`config.mk`:
```
export PLATFORM = sky130hd
export DESIGN_NAME = sfp_link_supervisor
export DESIGN_NICKNAME = d
export VERILOG_FILES = /design/src/rtl/sfp_link_supervisor_pkg.sv /design/src/rtl/sfp_los_filter.sv /design/src/rtl/sfp_link_supervisor.sv
export SDC_FILE = /design/constraint.sdc
export NUM_CORES = 1
export LEC_CHECK = 0
export ABC_AREA = 1
export BUFFER_PORTS_ARGS = -buffer_cell sky130_fd_sc_hd__buf_2
export CAP_MARGIN = 20
export CORE_MARGIN = 2
export CORE_UTILIZATION = 45
export DETAILED_ROUTE_END_ITERATION = 7
export MAX_ROUTING_LAYER = met4
export PLACE_DENSITY = 0.71
export SYNTH_ARGS = -nofsm -noshare
export SYNTH_HDL_FRONTEND = slang
export SYNTH_SLANG_ARGS = --single-unit
```
`constraint.sdc`:
```
create_clock -name clk_ik -period 2.15 [get_ports clk_ik]
set_input_delay 0.43 -clock clk_ik [delete_from_list [all_inputs] [get_ports clk_ik]]
set_output_delay 0.43 -clock clk_ik [all_outputs]
set_load 0.02 [all_outputs]
```
`src/rtl/sfp_link_supervisor_pkg.sv`:
```
// ---------------------------------------------------------------------------
// sfp_link_supervisor_pkg
// Shared types and defaults for the SFP link supervisor:
//   t_sfp_link_state  - supervisor FSM states
//   t_link_outputs    - registered control outputs decoded from the state
//   DEF_*             - default parameter values (40 MHz GBT clock)
//   LOSS_COUNT_W      - width of the loss event counter
// Optional feature macro used by the importing RTL: SFP_LINK_STATS_EN.
// ---------------------------------------------------------------------------
package sfp_link_supervisor_pkg;

    typedef enum logic [2:0] {
        DISABLED,
        TX_RESET,
        WAIT_SIGNAL,
        WAIT_LOCK,
        UP,
        FAULT
    } t_sfp_link_state;

    localparam int unsigned DEF_LOS_FILTER_CYCLES   = 4000;      // 100 us
    localparam int unsigned DEF_TX_DISABLE_CYCLES   = 400;       // 10 us
    localparam int unsigned DEF_LOCK_TIMEOUT_CYCLES = 4_000_000; // 100 ms
    localparam int unsigned DEF_MAX_RETRIES         = 8;
    localparam int unsigned LOSS_COUNT_W            = 16;

    typedef struct packed {
        logic tx_disable;
        logic link_reset;
        logic link_up;
        logic fault;
    } t_link_outputs;

    function automatic t_link_outputs decode_outputs(input t_sfp_link_state s);
        t_link_outputs o;
        o = '{tx_disable: 1'b1, link_reset: 1'b1, link_up: 1'b0, fault: 1'b0};
        case (s)
            DISABLED:    o = '{tx_disable: 1'b1, link_reset: 1'b1, link_up: 1'b0, fault: 1'b0};
            TX_RESET:    o = '{tx_disable: 1'b1, link_reset: 1'b1, link_up: 1'b0, fault: 1'b0};
            WAIT_SIGNAL: o = '{tx_disable: 1'b0, link_reset: 1'b1, link_up: 1'b0, fault: 1'b0};
            WAIT_LOCK:   o = '{tx_disable: 1'b0, link_reset: 1'b0, link_up: 1'b0, fault: 1'b0};
            UP:          o = '{tx_disable: 1'b0, link_reset: 1'b0, link_up: 1'b1, fault: 1'b0};
            FAULT:       o = '{tx_disable: 1'b1, link_reset: 1'b1, link_up: 1'b0, fault: 1'b1};
            default:     o = '{tx_disable: 1'b1, link_reset: 1'b1, link_up: 1'b0, fault: 1'b0};
        endcase
        return o;
    endfunction

endpackage

```
`src/rtl/sfp_los_filter.sv`:
```
// ---------------------------------------------------------------------------
// sfp_los_filter
// Synchronises the asynchronous SFP loss-of-signal pin with a 2-FF
// synchroniser and debounces it: the filtered level only follows the
// synchronised input after LOS_FILTER_CYCLES consecutive differing samples.
// Ports:
//   clk_ik  in   40 MHz GBT clock
//   rst_ir  in   synchronous active-high reset (output resets to 1 = no light)
//   los_i   in   raw SFP LOS pin, asynchronous
//   los_o   out  filtered LOS
// ---------------------------------------------------------------------------
module sfp_los_filter
    import sfp_link_supervisor_pkg::*;
#(
    parameter int unsigned LOS_FILTER_CYCLES = DEF_LOS_FILTER_CYCLES
) (
    input  logic clk_ik,
    input  logic rst_ir,
    input  logic los_i,
    output logic los_o
);

    localparam int unsigned      CNT_W    = $clog2(LOS_FILTER_CYCLES) + 1;
    localparam logic [CNT_W-1:0] CNT_LAST = CNT_W'(LOS_FILTER_CYCLES - 1);

    logic             meta_q;
    logic             sync_q;
    logic             los_f_q, los_f_d;
    logic [CNT_W-1:0] cnt_q, cnt_d;

    // Counter tracks how many consecutive samples disagree with the filtered
    // level; the sample that would make it reach LOS_FILTER_CYCLES flips it.
    always_comb begin
        los_f_d = los_f_q;
        cnt_d   = '0;
        if (sync_q != los_f_q) begin
            if (cnt_q == CNT_LAST) begin
                los_f_d = sync_q;
            end else begin
                cnt_d = cnt_q + 1'b1;
            end
        end
    end

    always_ff @(posedge clk_ik) begin
        if (rst_ir) begin
            meta_q  <= 1'b1;
            sync_q  <= 1'b1;
            los_f_q <= 1'b1;
            cnt_q   <= '0;
        end else begin
            meta_q  <= los_i;
            sync_q  <= meta_q;
            los_f_q <= los_f_d;
            cnt_q   <= cnt_d;
        end
    end

    assign los_o = los_f_q;

endmodule

```
`src/rtl/sfp_link_supervisor.sv`:
```
// ---------------------------------------------------------------------------
// sfp_link_supervisor
// Supervises the optical GBT link at the SFP end: filters LOS, drives SFP
// tx_disable / rate_select, sequences TX reset, wait-for-signal and
// wait-for-lock, and reports link-up / fault.
// Ports:
//   clk_ik         in   40 MHz GBT clock
//   rst_ir         in   synchronous active-high reset
//   enable_i       in   link enable (0 forces DISABLED)
//   los_i          in   SFP loss-of-signal, asynchronous, 1 = no light
//   rx_locked_i    in   GBT receiver frame lock
//   clear_count_i  in   single-cycle clear of loss_count_o
//   tx_disable_o   out  SFP transmitter disable
//   rate_select_o  out  SFP rate select, constant 0
//   link_reset_o   out  reset request to downstream reset synchronisers
//   link_up_o      out  link operational
//   fault_o        out  lock retries exhausted
//   loss_count_o   out  saturating count of UP->loss transitions
//   retry_count_o  out  current retry count (only with SFP_LINK_STATS_EN)
// Macro SFP_LINK_STATS_EN builds the loss counter, its clear and the retry
// count export; otherwise loss_count_o is 0 and clear_count_i is ignored.
// ---------------------------------------------------------------------------
module sfp_link_supervisor
    import sfp_link_supervisor_pkg::*;
#(
    parameter int unsigned LOS_FILTER_CYCLES   = DEF_LOS_FILTER_CYCLES,
    parameter int unsigned TX_DISABLE_CYCLES   = DEF_TX_DISABLE_CYCLES,
    parameter int unsigned LOCK_TIMEOUT_CYCLES = DEF_LOCK_TIMEOUT_CYCLES,
    parameter int unsigned MAX_RETRIES         = DEF_MAX_RETRIES
) (
    input  logic                    clk_ik,
    input  logic                    rst_ir,
    input  logic                    enable_i,
    input  logic                    los_i,
    input  logic                    rx_locked_i,
    input  logic                    clear_count_i,
    output logic                    tx_disable_o,
    output logic                    rate_select_o,
    output logic                    link_reset_o,
    output logic                    link_up_o,
    output logic                    fault_o,
    output logic [LOSS_COUNT_W-1:0] loss_count_o
`ifdef SFP_LINK_STATS_EN
    ,
    output logic [7:0]              retry_count_o
`endif
);

    localparam int unsigned TX_W    = $clog2(TX_DISABLE_CYCLES) + 1;
    localparam int unsigned LOCK_W  = $clog2(LOCK_TIMEOUT_CYCLES) + 1;
    localparam int unsigned RETRY_W = $clog2(MAX_RETRIES) + 1;

    localparam logic [TX_W-1:0]    TX_LAST   = TX_W'(TX_DISABLE_CYCLES - 1);
    localparam logic [LOCK_W-1:0]  LOCK_LAST = LOCK_W'(LOCK_TIMEOUT_CYCLES - 1);
    localparam logic [RETRY_W-1:0] RETRY_MAX = RETRY_W'(MAX_RETRIES);

    logic               los_f;
    t_sfp_link_state    state_q, state_d;
    logic [TX_W-1:0]    tx_cnt_q, tx_cnt_d;
    logic [LOCK_W-1:0]  lock_cnt_q, lock_cnt_d;
    logic [RETRY_W-1:0] retry_q, retry_d;
    logic               loss_event;
    t_link_outputs      outs_q;

    sfp_los_filter #(
        .LOS_FILTER_CYCLES(LOS_FILTER_CYCLES)
    ) u_los_filter (
        .clk_ik(clk_ik),
        .rst_ir(rst_ir),
        .los_i (los_i),
        .los_o (los_f)
    );

    // Both timers default to zero, so they restart on every state change and
    // only count while their own state holds.
    always_comb begin
        state_d    = state_q;
        tx_cnt_d   = '0;
        lock_cnt_d = '0;
        retry_d    = retry_q;
        loss_event = 1'b0;
        if (!enable_i) begin
            state_d = DISABLED;
            retry_d = '0;
        end else begin
            case (state_q)
                DISABLED: state_d = TX_RESET;
                TX_RESET: begin
                    if (tx_cnt_q == TX_LAST) begin
                        state_d = WAIT_SIGNAL;
                    end else begin
                        tx_cnt_d = tx_cnt_q + 1'b1;
                    end
                end
                WAIT_SIGNAL: begin
                    if (!los_f) begin
                        state_d = WAIT_LOCK;
                    end
                end
                WAIT_LOCK: begin
                    if (rx_locked_i) begin
                        state_d = UP;
                        retry_d = '0;
                    end else if (los_f) begin
                        state_d = WAIT_SIGNAL;
                    end else if (lock_cnt_q == LOCK_LAST) begin
                        retry_d = retry_q + 1'b1;
                        state_d = (retry_d == RETRY_MAX) ? FAULT : TX_RESET;
                    end else begin
                        lock_cnt_d = lock_cnt_q + 1'b1;
                    end
                end
                UP: begin
                    if (los_f || !rx_locked_i) begin
                        state_d    = TX_RESET;
                        loss_event = 1'b1;
                    end
                end
                FAULT:   state_d = FAULT;
                default: state_d = DISABLED;
            endcase
        end
    end

    // Outputs are decoded from the next state so they settle on the same
    // edge that commits the transition.
    always_ff @(posedge clk_ik) begin
        if (rst_ir) begin
            state_q    <= DISABLED;
            tx_cnt_q   <= '0;
            lock_cnt_q <= '0;
            retry_q    <= '0;
            outs_q     <= decode_outputs(DISABLED);
        end else begin
            state_q    <= state_d;
            tx_cnt_q   <= tx_cnt_d;
            lock_cnt_q <= lock_cnt_d;
            retry_q    <= retry_d;
            outs_q     <= decode_outputs(state_d);
        end
    end

    assign tx_disable_o  = outs_q.tx_disable;
    assign link_reset_o  = outs_q.link_reset;
    assign link_up_o     = outs_q.link_up;
    assign fault_o       = outs_q.fault;
    assign rate_select_o = 1'b0;

`ifdef SFP_LINK_STATS_EN
    logic [LOSS_COUNT_W-1:0] loss_cnt_q, loss_cnt_d;

    // A clear in the same cycle as a loss wins.
    always_comb begin
        loss_cnt_d = loss_cnt_q;
        if (clear_count_i) begin
            loss_cnt_d = '0;
        end else if (loss_event && (loss_cnt_q != '1)) begin
            loss_cnt_d = loss_cnt_q + 1'b1;
        end
    end

    always_ff @(posedge clk_ik) begin
        if (rst_ir) begin
            loss_cnt_q <= '0;
        end else begin
            loss_cnt_q <= loss_cnt_d;
        end
    end

    assign loss_count_o  = loss_cnt_q;
    assign retry_count_o = 8'(retry_q);
`else
    logic unused_stats;
    assign unused_stats = clear_count_i ^ loss_event;
    assign loss_count_o = '0;
`endif

endmodule

```
==> key figures <==
Status
  – Status: complete, but fails checks
  – Failing checks: DRC

CTS
  – CTS Sinks: 60
  – Clk_lat worst skew: ~0.34 ns
  – H-tree Lvls: 3
  – Clk pin slew, worst setup/hold paths: 0.07 ns
  – Root Driver: clkbuf_8
  – Clk buf depth: 2
  – CTS tree: built
  – Post-CTS Setup Inserts: 0
  – CTS Buf Count: 9
  – Post-cts sizing count: 0
  – Hold-fix buffers, CTS: 0

Global route
  – GR Util met2: between 20 and 30%
  – Pin count of the biggest net entering global routing: 16
  – First-pass GRT wire length: 9080 um
  – Met3 Usage GRT: 4.04%
  – Met1 Use GR: about a fifth
  – GR peak layer: met2
  – Initial antenna violation count: 0
  – GRT Overall Usage: 16.0%
  – Vias in the first global route: 2,152
  – GRT overflow: 0

Worst setup path
  – RR Endpoint: lock_cnt_q[20]
  – WP buf/inv: 1
  – WP data required: about 2.4 ns
  – Critical R2R Launch: lock_cnt_q[0]
  – Maximum fanout along the worst path: 15
  – Kind of cell adding the most delay to the critical path: simple AND/OR/NAND/NOR gates
  – Critical-path cell list: ha_1 > nand3_2 > nor2_1 > nand3_1 > nand4_2 > buf_4 > nor3b_2
  – Largest stage delay on the critical path: 0.37 ns
  – Startpoint types: flop
  – Critical-path top delay cell: nand4_2
  – Critical path arrival: 2.10 ns
  – Reg2reg setup slack: 0.32 ns
  – CP Class: reg -> reg
  – Worst r2r path cells: 7
  – Worst setup EP type: flop

Timing
  – Slew Limit Fails: 0
  – Final Setup Violations: 0
  – Post-route clock period utilization: a little under nine tenths
  – Fmax: 546 MHz
  – Final hold violation count: 0
  – Setup Skew: between 0.007 and 0.008 ns
  – Tmin final: 1.83 ns
  – RSZ-0062 raised after global routing: false
  – Fin Setup TNS: 0 ns

Route
  – Post-DRT Antenna Nets: 0
  – Final wirelength: about 5100 um
  – Iteration-0 DRC Markers: 88
  – Via count: 2,450
  – DRT Pass-1 Iters: 8
  – Wire per inst: 9.97 um
  – # DRC: 3
  – Via/cell ratio: 4.82

Finish
  – Area grow syn2layout: 8.23%
  – Ant diodes: 0
  – Share of cells above drive strength 1: 14.8%
  – # nets final: around 440
  – Post-route insts no fill: a little over 500
  – Fill count: 611

Logic synthesis
  – Yosys Warn Count: 0
  – Most area-consuming cells after synthesis: dfxtp_1 (40%), nand2_1 (9.0%), nor2_1 (7.0%)
  – Post-synthesis sequential area ratio: 39.9%
  – Post-synth ARST share: 0%
  – Top FF cell, synth: dfxtp_1
  – FF+latch count, synth: 60
  – Synth area leader: dfxtp_1
  – Most common cell in the netlist: nand2_1
  – Synth top cells by count: nand2_1 (72), dfxtp_1 (60), nor2_1 (56), inv_1 (52), nand3_1 (23)
  – Area fraction of the dominant cell type after synthesis: between 30% and 40%
  – Number of enable flip-flop cells after synthesis: 0
  – Mapped cell area: 3010 um2
  – Mean Syn Cell Area: 7.38 um2
  – Cells after synthesis: about 400
  – Cell variety after synth: 38

Floorplanning
  – Die Y: between 80 and 90 um
  – Die footprint: about 7400 um2
  – Cell Rows: 29
  – Chip width: about 86 um
  – Core ar.: 6420 um2
  – I/O pin count: 27
  – Effective utilization at floorplan: a little under half

Pwr
  – Power Density: about 640 nW/um2
  – Worst vdd ir: 487 uV
  – Design internal power: approximately 1.6 mW
  – Clock power share: 43.1%
  – Sw frac: between 20% and 30%
  – Reg power frac: 53.9%
  – Combinational fraction of design power: 3.0%
  – Static leakage: 1.24 nW
  – Psw: 503 uW

Min path
  – WHS Endpoint: u_los_filter.meta_q
  – Hold WC Path Type: in -> reg
  – Worst hold start: los_i
  – Hold depth: 2

Run
  – Max-Cap Viols: 0

Place
  – Dpl cells: 492
  – DP Wirelength: 3860 um
  – Global placer's final weighted congestion: 0.863
  – Port Buffers: 8
==> per-stage QoR <==
stage               total power, mW  instance area [um2]  hold WS (ns)  utilization [%]  worst slack [ns]
global route                   2.15                 3260         0.262             50.7             0.171
global placement               1.21                 3080         0.405             48.0             0.344
detailed placement             1.21                 3080         0.409             48.0             0.291
finish                         2.08                 3260         0.266             50.7             0.318
CTS                            2.11                 3260         0.250             50.7             0.282
floorplan                      1.22                 3070         0.389                -             0.630
==> cell families (layout without fill, tap and decap cells) <==
| kind of cell | after synthesis | after routing | synth area share [%] |
|---|---|---|---|
| other cells | 1 | 17 | 0.125 |
| flops | 60 | 60 | 39.9 |
| fa+ha+maj | 5 | 5 | 2.08 |
| xor+xnor | 8 | 8 | 2.33 |
| compound gates | 39 | 39 | 7.23 |
| simple gates | 219 | 219 | 36.4 |
| buf+inv | 76 | 83 | 11.9 |
==> worst reg2reg max path: cells and delay by family (launching register included) <==
kind	cells	cell delay, ns
and+or+nand+nor	5	0.84
buffers and inverters	1	0.32
adders and majority gates	1	0.25
DFF	1	0.35
==> worst max path at each step <==
| stage | start | endpoint | slack [ns] | cells past startpoint |
|---|---|---|---|---|
| 2_1_floorplan | lock_cnt_q[0] | lock_cnt_q[20] | 0.63 | 8 |
| 3_3_place_gp | lock_cnt_q[0] | lock_cnt_q[20] | 0.34 | 7 |
| 3_5_place_dp | lock_cnt_q[0] | lock_cnt_q[20] | 0.29 | 7 |
| 4_1_cts | lock_cnt_q[0] | lock_cnt_q[20] | 0.28 | 7 |
| 5_1_grt | lock_cnt_q[0] | lock_cnt_q[20] | 0.17 | 7 |
| 6_report | lock_cnt_q[0] | lock_cnt_q[20] | 0.32 | 7 |
==> layer usage <==
metal | wire, um | part of all wire, %
met3 | 199 | 3.9
met1 | 2450 | 48
met5 | 0 | 0
met4 | 110 | 2.2
met2 | 2300 | 45
==> cell usage in the layout (no fill, tap or decap), types with 2 or more instances in the layout <==
master,count
nor3_2,2
a21oi_1,22
clkinv_2,3
conb_1,17
inv_2,4
nand4_1,6
clkinv_4,2
nor3b_2,2
nor2_2,6
inv_1,52
nor2_4,2
or2_2,5
nand2_2,6
ha_1,5
buf_2,8
nand3_1,23
o21ai_1,6
buf_4,3
xor2_1,3
nor2_1,56
nor3b_1,7
clkbuf_8,10
o211ai_1,2
nand3_2,6
o21a_1,3
xnor2_1,5
dfxtp_1,60
nand2_1,72
o21ai_0,2
nor3_1,20
==> power by group through the flow <==
| stage | sequential (mW) | clock, mW | combinational [mW] |
|---|---|---|---|
| 2_1_floorplan | 1.14 | 0 | 0.0719 |
| 3_3_place_gp | 1.14 | 0 | 0.0616 |
| 3_5_place_dp | 1.14 | 0 | 0.0619 |
| 4_1_cts | 1.12 | 0.930 | 0.0621 |
| 5_1_grt | 1.12 | 0.961 | 0.0692 |
| 6_report | 1.12 | 0.896 | 0.0624 |
==> final cells by class <==
cell class              instances  area (um2)  area share [%]
flip-flops and latches         60        1200            36.9
clock inverters                 6        40.0            1.23
clock buffers                  10         138            4.22
well taps                      77        96.3            2.96
multi-input cells             288        1510            46.4
repair buffers                 11        62.6            1.92
inverters                      56         210            6.45
==> flip-flops by register name, indices dropped and copies added (netlist names) <==
signal               count
u_los_filter.meta_q      1
tx_cnt_q                10
retry_q                  4
u_los_filter.cnt_q      13
lock_cnt_q              23
u_los_filter.los_o       1
u_los_filter.sync_q      1
link_reset_o             1
tx_disable_o             1
state_q                  3
link_up_o                1
fault_o                  1
Note: power is estimated with default switching activity, not from simulation.
